## config.mk

```make
export PLATFORM = sky130hd
export DESIGN_NAME = fifo_rd_packer
export DESIGN_NICKNAME = d
export VERILOG_FILES = /design/src/rtl/fifo_rd_packer.sv
export SDC_FILE = /design/constraint.sdc
export NUM_CORES = 1
export LEC_CHECK = 0
export BUFFER_PORTS_ARGS = -buffer_cell sky130_fd_sc_hd__buf_2
export CORE_ASPECT_RATIO = 0.6
export CORE_MARGIN = 2
export CORE_UTILIZATION = 49
export DETAILED_ROUTE_END_ITERATION = 8
export PLACE_DENSITY = 0.7
export SYNTH_ARGS = -nofsm -noshare
export SYNTH_HDL_FRONTEND = slang
export SYNTH_SLANG_ARGS = --single-unit
```

## constraint.sdc

```tcl
create_clock -name rclk -period 5.59 [get_ports rclk]
set_clock_uncertainty 0.05 [all_clocks]
set_input_delay 0.559 -clock rclk [delete_from_list [all_inputs] [get_ports rclk]]
set_output_delay 0.559 -clock rclk [all_outputs]
set_load 0.005 [all_outputs]
```

## src/rtl/fifo_rd_packer.sv

```systemverilog
// Read-side consumer of the async byte FIFO: pops head bytes and packs them
// little-endian into words, closing partial words on flush or idle timeout.
module fifo_rd_packer #(
  parameter int WORD_BYTES = 4,
  parameter int TIMEOUT    = 16
) (
  input  logic                    rclk,
  input  logic                    rrst,
  input  logic                    fifo_empty,
  input  logic [7:0]              fifo_rdata,
  output logic                    fifo_rinc,
  input  logic                    flush,
  output logic [8*WORD_BYTES-1:0] out_data,
  output logic [WORD_BYTES-1:0]   out_keep,
  output logic                    out_valid,
  input  logic                    out_ready,
  output logic                    busy
);

  localparam int CW = $clog2(WORD_BYTES + 1);
  localparam int IW = (TIMEOUT > 0) ? $clog2(TIMEOUT + 1) : 1;
  localparam logic [CW-1:0] FULL     = CW'(WORD_BYTES);
  localparam logic [IW-1:0] IDLE_MAX = IW'(TIMEOUT);

  logic [8*WORD_BYTES-1:0] asm_data;
  logic [CW-1:0]           asm_cnt;
  logic [IW-1:0]           idle_cnt;
  logic                    flush_pend;

  logic                    full;
  logic                    timeout_hit;
  logic                    close;
  logic                    out_free;
  logic                    xfer;
  logic                    pop;
  logic [WORD_BYTES-1:0]   lane_keep;
  logic [8*WORD_BYTES-1:0] close_data;

  // Lanes at or above asm_cnt may hold bytes of an older word, so they are zeroed.
  always_comb begin
    lane_keep  = '0;
    close_data = '0;
    for (int k = 0; k < WORD_BYTES; k++) begin
      lane_keep[k] = (CW'(k) < asm_cnt);
      if (lane_keep[k]) close_data[8*k +: 8] = asm_data[8*k +: 8];
    end
  end

  assign full        = (asm_cnt == FULL);
  assign timeout_hit = (TIMEOUT != 0) && (idle_cnt == IDLE_MAX);
  assign close       = full || ((asm_cnt != '0) && (flush_pend || timeout_hit));
  assign out_free    = !out_valid || out_ready;
  assign xfer        = close && out_free;
  assign pop         = rrst && !fifo_empty && !flush_pend && (!full || xfer);
  assign fifo_rinc   = pop;
  assign busy        = (asm_cnt != '0) || out_valid || flush_pend;

  always_ff @(posedge rclk or negedge rrst) begin
    if (!rrst) begin
      asm_data   <= '0;
      asm_cnt    <= '0;
      idle_cnt   <= '0;
      flush_pend <= 1'b0;
      out_data   <= '0;
      out_keep   <= '0;
      out_valid  <= 1'b0;
    end else begin
      if (xfer) begin
        out_data  <= close_data;
        out_keep  <= lane_keep;
        out_valid <= 1'b1;
      end else if (out_ready) begin
        out_valid <= 1'b0;
      end

      // A pop coinciding with a close starts the next word in lane 0.
      if (pop) begin
        if (xfer) begin
          asm_data[7:0] <= fifo_rdata;
          asm_cnt       <= CW'(1);
        end else begin
          for (int k = 0; k < WORD_BYTES; k++) begin
            if (asm_cnt == CW'(k)) asm_data[8*k +: 8] <= fifo_rdata;
          end
          asm_cnt <= asm_cnt + 1'b1;
        end
      end else if (xfer) begin
        asm_cnt <= '0;
      end

      if (pop || xfer) begin
        idle_cnt <= '0;
      end else if ((asm_cnt != '0) && fifo_empty && (idle_cnt != IDLE_MAX)) begin
        idle_cnt <= idle_cnt + 1'b1;
      end

      // Pops are blocked while pending, so an empty assembler means nothing left to flush.
      if (flush_pend) begin
        if (xfer || (asm_cnt == '0)) flush_pend <= 1'b0;
      end else if (flush) begin
        flush_pend <= 1'b1;
      end
    end
  end

endmodule
```

* Word level (Yosys, flattened, before mapping)
Index checks and enable logic that the tools add are counted.
** Word-level totals
- Logic and storage cells :: 68
- Input bits :: 13
- Output and inout bits :: 39
- Bits in registers :: 78
** Operators by class
- Add/subtract/negate cells :: 2
- Equality and inequality tests :: 6
- Bitwise operators :: 1
- Reduce and logical (&&, ||, !) cells :: 29
- Multiplexer cells :: 16
- Magnitude comparators :: 4
** Operator list (count)
- 8-bit two-way mux :: 6
- 5-bit two-way mux :: 2
- 3-bit two-way mux :: 3
- 3-bit AND reduction :: 3
- 1-bit logical OR :: 8
- 2-bit nonzero test :: 4
- 1-bit logical AND :: 7
- 3-bit by 2-bit equality test with 1-bit output, second input constant :: 2
- 1-bit by 3-bit less-than comparator with 1-bit output, first input constant :: 2
- 2-bit by 3-bit less-than comparator with 1-bit output, first input constant :: 2
- 5-bit by 1-bit adder with 5-bit output, second input constant :: 1
- 5-bit equality test, second input constant :: 1
- 1-bit two-way mux :: 5
- 5-bit != test, second input constant :: 1
- 1-bit logical NOT :: 4
- 3-bit by 1-bit adder with 3-bit output, second input constant :: 1
- 3-bit by 1-bit equality test with 1-bit output, second input constant :: 1
- 3-bit equality test, second input constant :: 1
- 3-bit logical NOT :: 1
- 3-bit nonzero test :: 1
- 2-bit AND reduction :: 1
- 1-bit inverter :: 1

* Logic depth before layout (Yosys ltp)
Gate-level depths: netlist (run 1).
- Depth in word-level cells :: 9
- Mapped depth :: 9

* Worst setup path after synthesis (run 1)
Ideal clock, no wire load.
- Kind :: register to output
- Start point :: register asm_cnt[0]
- End point :: output busy
- Data required time :: 4.981 ns
- Path buffers :: 2
- Slack :: 3.512 ns
- Cell stages (with the launch flop) :: 7
- Arrival time :: 1.469 ns
- Cell sequence :: dfrtp_1 inv_1 ha_1 clkbuf_1 nand2b_1 buf_2 or3_1
** On the way
- Cells in the longest elaborated chain, start to end :: 3
** RTL lines
- start: declaration :: RTL line 26 : logic [CW-1:0] asm_cnt;
- start signal: assignment :: RTL line 85 : asm_cnt <= asm_cnt + 1'b1;
- 3-bit nonzero test :: RTL line 56 : assign busy = (asm_cnt != '0) || out_valid || flush_pend;
- 1-bit logical OR (2 in series) :: RTL line 56
- end: declaration :: RTL line 17 : output logic busy
No other way between the ends.

* Final worst setup path (run 1)
Ends and elaborated chain as after synthesis.

==> qor.yml, run 1 <==
routing:
  top_layer: "met4"
  drc_errors: 0
  drt_iter0_markers: 144
  postRouteAntennaNets: 0
  dr_total_vias: 2260
  routed_wl_um: 7000
  first_pass_iters: 4
  wl_met1_um: 3490
  dr_wl_met3_um: 400
  drt-wirelength-per-cell_um: 16.1
  avgViaCountPerCell: 5.18
  dr_wl_met2_um: 3050
min_path:
  holdCritStartpoint: "out_data[9]$_DFFE_PN0P_"
  hold_depth: 2
  hold_path_end: "out_data[9]$_DFFE_PN0P_"
  hold_class: "flop to flop"
clocking:
  cts_setup_buffers: 0
  cts.sinks: 78
  cts_resized: 0
  h-tree-depth: 3
  cts-buffers-inserted: 9
  tritoncts: "built"
  cts_hold_buffers: 0
  clock_path_buffers: 2
  clkLatencyLatePin_ps: 330
  cts-root-buf: "clkbuf_16"
  clkSlewWorstSetupHoldPaths_ps: 60
setup_path:
  worstPathRequired_ps: 4980
  r2r_end: "out_keep[0]$_DFFE_PN0P_"
  rrSetupSlack_ps: 3120
  r2r_cells: 6
  critical_path_class: "flop to output pin"
  slowest_stage: "dfrtp_1"
  crit_path_max_fanout: 8
  end_kind: "output pin"
  crit_arrival_ps: 2010
  regToRegStartpoint: "asm_cnt[0]$_DFFE_PN0P_"
  startpoint_type: "flop"
  crit_chain: "inv_1, ha_1, nand2b_1, or3_1, buf_2"
  slowest_delay_ps: 430
  startpoint: "asm_cnt[0]$_DFFE_PN0P_"
flow_run:
  drv_cap: 0
yosys:
  synthCells: 291
  syn_area_sq_mm: 0.00333
  synth.avg_cell_area_sq_um: 11.4
  synth_cell_type_count: 35
  synth_edf_count: 0
  synth.area.top_cells: "dfrtp_1, mux2_2, nand2_1"
  synth_warnings: 0
  yosysSeqAreaShare_pct: 58.6
  syn_nets: 309
  synth_ff_type: "dfrtp_1"
  synth_area_leader_cell: "dfrtp_1"
  synth_seq_cells: 78
  yosysTopAreaCellShare_pct: 58.6
  postSynth.asyncResetShare_pct: 100
final_layout:
  nNetsFinal: 362
  area_delta_synth_final_pct: 19.3
  post-route-util_pct: 60.0
  final_area_sq_mm: 0.00397
  n_antenna_cell: 0
  drive_gt1_share_pct: 31.8
timing:
  worst_pin_slew_ps: 1010
  post-route-period-util_pct: 46.9
  slew_headroom_pct: 31.7
  setup_ws_ps: 2970
  rsz0062_at_grt: "no"
  slew_violations: 0
  hold_violations: 0
  setup_viol: 0
  tns_ps: 0
  min_period_ps: 2620
  fmax_mhz: 381
grt:
  grt_first_pass_wirelength_um: 11300
  track_usage_pct: 20.6
  grt_max_degree: 79
  gr-total-overflow: 0
  antenna_found_initial: 0
  grt_pass1_vias: 2213
placement:
  gp_routability_congestion: 0.829
  hpwlAfterDp_um: 4690
  dp_slack_ps: 3140
  io_buffers: 51
  dpl_cell_area_sq_mm: 0.00365
floorplan:
  fp.coreArea_sq_mm: 0.00662
  die_x_um: 110
  fp.dieH_um: 67.8
  placementRows: 23
  die_area_sq_mm: 0.00749
  ios: 52
  initial_utilization_pct: 50.3
power:
  p_leak_nw: 1.94
  powerDensity_mw_per_mm2: 508
  peakVddDrop_mv: 0.233
outcome:
  status: "finished clean"
==> worst max-delay path by stage <==
stage | end | slack (ps) | depth (start not counted)
4_1_cts | busy | 2960 | 5
6_report | busy | 2970 | 5
5_1_grt | busy | 2820 | 5
3_5_place_dp | out_keep[0]$_DFFE_PN0P_ | 3140 | 6
3_3_place_gp | out_keep[0]$_DFFE_PN0P_ | 3220 | 6
2_1_floorplan | busy | 3510 | 6
==> critical path, delay by kind of cell (launching register included) <==
family        cells  cell delay, ps
fa+ha+maj         1             330
buf+inv           2             280
flops             1             430
simple gates      2             640
==> synthesized netlist by cell type, types with 3 or more instances <==
cell / n
inv_1: 8
nand2_1: 72
xnor2_1: 3
clkbuf_1: 5
xor2_1: 3
mux2_4: 8
buf_2: 5
nand4_1: 3
nor2_1: 10
o21ai_0: 39
ha_1: 5
dfrtp_1: 78
mux2_2: 26
==> through the flow <==
| step | instances | hold slack [ps] | power (W) |
|---|---|---|---|
| 2_1_floorplan | 291 | 213 | 0.00123 |
| 3_3_place_gp | 420 | 408 | 0.00138 |
| 3_5_place_dp | 420 | 416 | 0.00141 |
| 4_1_cts | 436 | 413 | 0.00203 |
| 5_1_grt | 436 | 427 | 0.00215 |
| 6_report | 436 | 423 | 0.00202 |
==> registers in the layout (all words and copies together) (netlist names) <==
name,count
out_valid,1
asm_cnt,3
out_data,32
flush_pend,1
idle_cnt,5
asm_data,32
out_keep,4
==> where the power goes <==
| group | internal (W) | switching [W] |
|---|---|---|
| clock | 0.000390 | 0.000225 |
| combinational | 0.000237 | 0.000307 |
| sequential | 0.000746 | 0.000111 |
| total | 0.00137 | 0.000643 |
==> final cells by class <==
type / count / area (sq um)
fillers: 560 / 2650
flip-flops and latches: 78 / 1950
multi-input cells: 194 / 1290
repair buffers: 53 / 273
clock buffers: 10 / 229
well taps: 87 / 109
clock inverters: 6 / 86.3
inverters: 8 / 30.0
==> logic make-up after synthesis <==
group           Yosys count  share of synthesized area (%)
fa+ha+maj                 5                           1.88
simple gates            103                           14.8
compound gates           44                           7.56
mux                      36                           13.0
buf+inv                  19                           2.56
xor+xnor                  6                           1.58
flops                    78                           58.6
==> routing by layer <==
metal / vias up / track usage (%)
met3: 6 / 7.62
met5: - / 0
li1: 1091 / -
met4: 0 / 4.22
met1: 1104 / 29.0
met2: 59 / 31.1
==> cells in the final DEF, fill, tap and decap left out, types with 3 or more instances in the layout <==
cell type,count
nand2_1,72
buf_4,3
o21ai_0,39
inv_1,8
mux2_4,8
buf_2,50
ha_1,5
clkbuf_16,9
nand4_1,3
dfrtp_1,78
nor2_1,10
xor2_1,3
mux2_2,26
xnor2_1,3
Note: power is estimated with default switching activity, not from simulation.
==> run 2, diff against run 1 <==
--- a/config.mk
+++ b/config.mk
@@ -10,7 +10,7 @@
 export CORE_MARGIN = 2
 export CORE_UTILIZATION = 49
 export DETAILED_ROUTE_END_ITERATION = 8
-export PLACE_DENSITY = 0.7
+export PLACE_DENSITY = 0.73
 export SYNTH_ARGS = -nofsm -noshare
 export SYNTH_HDL_FRONTEND = slang
 export SYNTH_SLANG_ARGS = --single-unit
==> constraint.sdc (replaced) <==
create_clock -name rclk -period 2.2 [get_ports rclk]
set_clock_uncertainty 0.05 [all_clocks]
set_input_delay 0.22 -clock rclk [delete_from_list [all_inputs] [get_ports rclk]]
set_output_delay 0.22 -clock rclk [all_outputs]
set_load 0.005 [all_outputs]
==> qor.yml, run 2 (synthesis results as in run 1) <==
final_layout:
  reg_top3: "asm_data (32), out_data (32), idle_cnt (5)"  # unchanged
  layout_common_cells: "dfrtp_1, nand2_1, buf_2"  # unchanged
  layout_commonest_cell: "dfrtp_1"  # unchanged
  area_delta_synth_final_pct: 21.5  # was 19.3%
  drive_gt1_share_pct: 33.1  # was 31.8%
  nNetsFinal: 367  # was 362
  seqCellArea_sq_mm: 0.00195  # unchanged
  n_antenna_cell: 0  # unchanged
  multi_input_area_sq_mm: 0.00130  # was 0.00129 sq mm
  fill_cells: 552  # was 560
setup_path:
  crit_arrival_ps: 1820  # was 2010 ps
  end_kind: "output pin"  # unchanged
  critical_path_class: "flop to output pin"  # unchanged
  crit_path_max_fanout: 8  # unchanged
  worstPathRequired_ps: 1930  # was 4980 ps
  startpoint_type: "flop"  # unchanged
floorplan:
  die_area_sq_mm: 0.00749  # unchanged
  initial_utilization_pct: 50.3  # unchanged
  fp.dieH_um: 67.8  # unchanged
  fp.coreArea_sq_mm: 0.00662  # unchanged
  ios: 52  # unchanged
  placementRows: 23  # unchanged
  die_x_um: 110  # unchanged
timing:
  setup_viol: 0  # unchanged
  setup_ws_ps: 106  # was 2970 ps
  fmax_mhz: 478
  hold_violations: 0  # unchanged
  min_period_ps: 2090
  hold-worst-slack_ps: 73.7  # was 423 ps
  worst_pin_slew_ps: 919  # was 1010 ps
  rsz0062_at_grt: "no"  # unchanged
  post-route-period-util_pct: 95.2
  slew_violations: 0  # unchanged
  tns_ps: 0  # unchanged
  slew_headroom_pct: 38.1  # was 31.7%
power:
  p_leak_nw: 1.97  # was 1.94 nW
  powerDensity_mw_per_mm2: 1300  # was 508 mW/mm^2
  peakVddDrop_mv: 0.531  # was 0.233 mV
flow_run:
  drv_cap: 0  # unchanged
placement:
  hpwlAfterDp_um: 4690  # about the same
  dp_slack_ps: 138  # was 3140 ps
  gp_routability_congestion: 0.801  # was 0.829
  io_buffers: 51  # unchanged
clocking:
  cts.sinks: 78  # unchanged
  tritoncts: "built"  # unchanged
  h-tree-depth: 3  # unchanged
  clock_path_buffers: 2  # unchanged
  clkLatencyLatePin_ps: 330  # about the same
  clkSlewWorstSetupHoldPaths_ps: 60  # about the same
  cts-root-buf: "clkbuf_16"  # unchanged
  cts-buffers-inserted: 9  # unchanged
grt:
  grt_max_degree: 73  # was 79
  grt_pass1_vias: 2324  # was 2213
  antenna_found_initial: 0  # unchanged
  track_usage_pct: 21.0  # was 20.6%
  gr-total-overflow: 0  # unchanged
  grt_first_pass_wirelength_um: 11500  # was 11300 um
min_path:
  hold_class: "input port to flop"  # was flop to flop
routing:
  avgViaCountPerCell: 5.14  # was 5.18
  drt_iter0_markers: 90  # was 144
  drt-wirelength-per-cell_um: 15.8  # was 16.1 um
  routed_wl_um: 6960  # was 7000 um
  first_pass_iters: 4  # unchanged
  postRouteAntennaNets: 0  # unchanged
  drc_errors: 0  # unchanged
  dr_total_vias: 2260  # unchanged
outcome:
  status: "finished clean"  # unchanged
==> run 2: worst paths after layout <==
path / to / slack [ps] / from / cells past startpoint
hold reg to reg: out_data[19]$_DFFE_PN0P_ / 420 / out_data[19]$_DFFE_PN0P_ / 2
setup / recovery: busy / 110 / asm_cnt[0]$_DFFE_PN0P_ / 6
max in group asynchronous: out_data[29]$_DFFE_PN0P_ / 1430 / rrst / 2
hold / removal: flush_pend$_DFF_PN0_ / 70 / flush / 3
setup reg to reg: out_data[12]$_DFFE_PN0P_ / 180 / idle_cnt[0]$_DFFE_PN0P_ / 8
min in group asynchronous: out_data[3]$_DFFE_PN0P_ / 80 / rrst / 2
==> run 2: layout make-up <==
type / count / share of cell area [%]
sequential: 78 / 48.3
inverter: 8 / 0.743
tap: 87 / 2.69
multi-input combinational: 194 / 32.2
clock buffer: 12 / 6.34
timing repair buffer: 58 / 8.04
clock inverter: 3 / 1.67
==> run 2: report_power, final <==
group          leakage, nW  switching, W  total (W)  internal, W
clock network        0.155      0.000549    0.00160      0.00105
registers             1.03      0.000288    0.00218      0.00190
logic                0.786      0.000797    0.00149     0.000693
total                 1.97       0.00163    0.00527      0.00364
==> run 2: repair_timing <==
item	in CTS	in global routing
endpoints found under the hold margin	6	0
resized for setup	2	3
setup buffers	0	0
endpoints found under the setup margin	2	2
hold buffers	1	0
==> run 2: worst max-delay path, cell delays in order (launching register included) <==
cell	delay, ps
dfrtp_1	440
inv_2	130
ha_4	190
nand2b_1	110
buf_4	180
or3_1	300
buf_2	130
==> run 2: per-layer routing <==
metal | routed length (um) | up-vias | track usage [%]
li1 | - | 1095 | -
met1 | 3340 | 1102 | 29.0
met2 | 3160 | 50 | 32.1
met3 | 336 | 13 | 5.81
met4 | 118 | 0 | 7.66
met5 | 0 | - | 0
==> run 2: stage by stage <==
stage / instances / power [W] / cell area [sq um] / utilization (%)
finish: 440 / 0.00527 / 4040 / 61.1
CTS: 440 / 0.00532 / 4040 / 61.1
global placement: 424 / 0.00360 / 3700 / 55.9
global route: 440 / 0.00561 / 4040 / 61.1
detailed placement: 424 / 0.00366 / 3700 / 55.9
floorplan: 291 / 0.00311 / 3330 / -
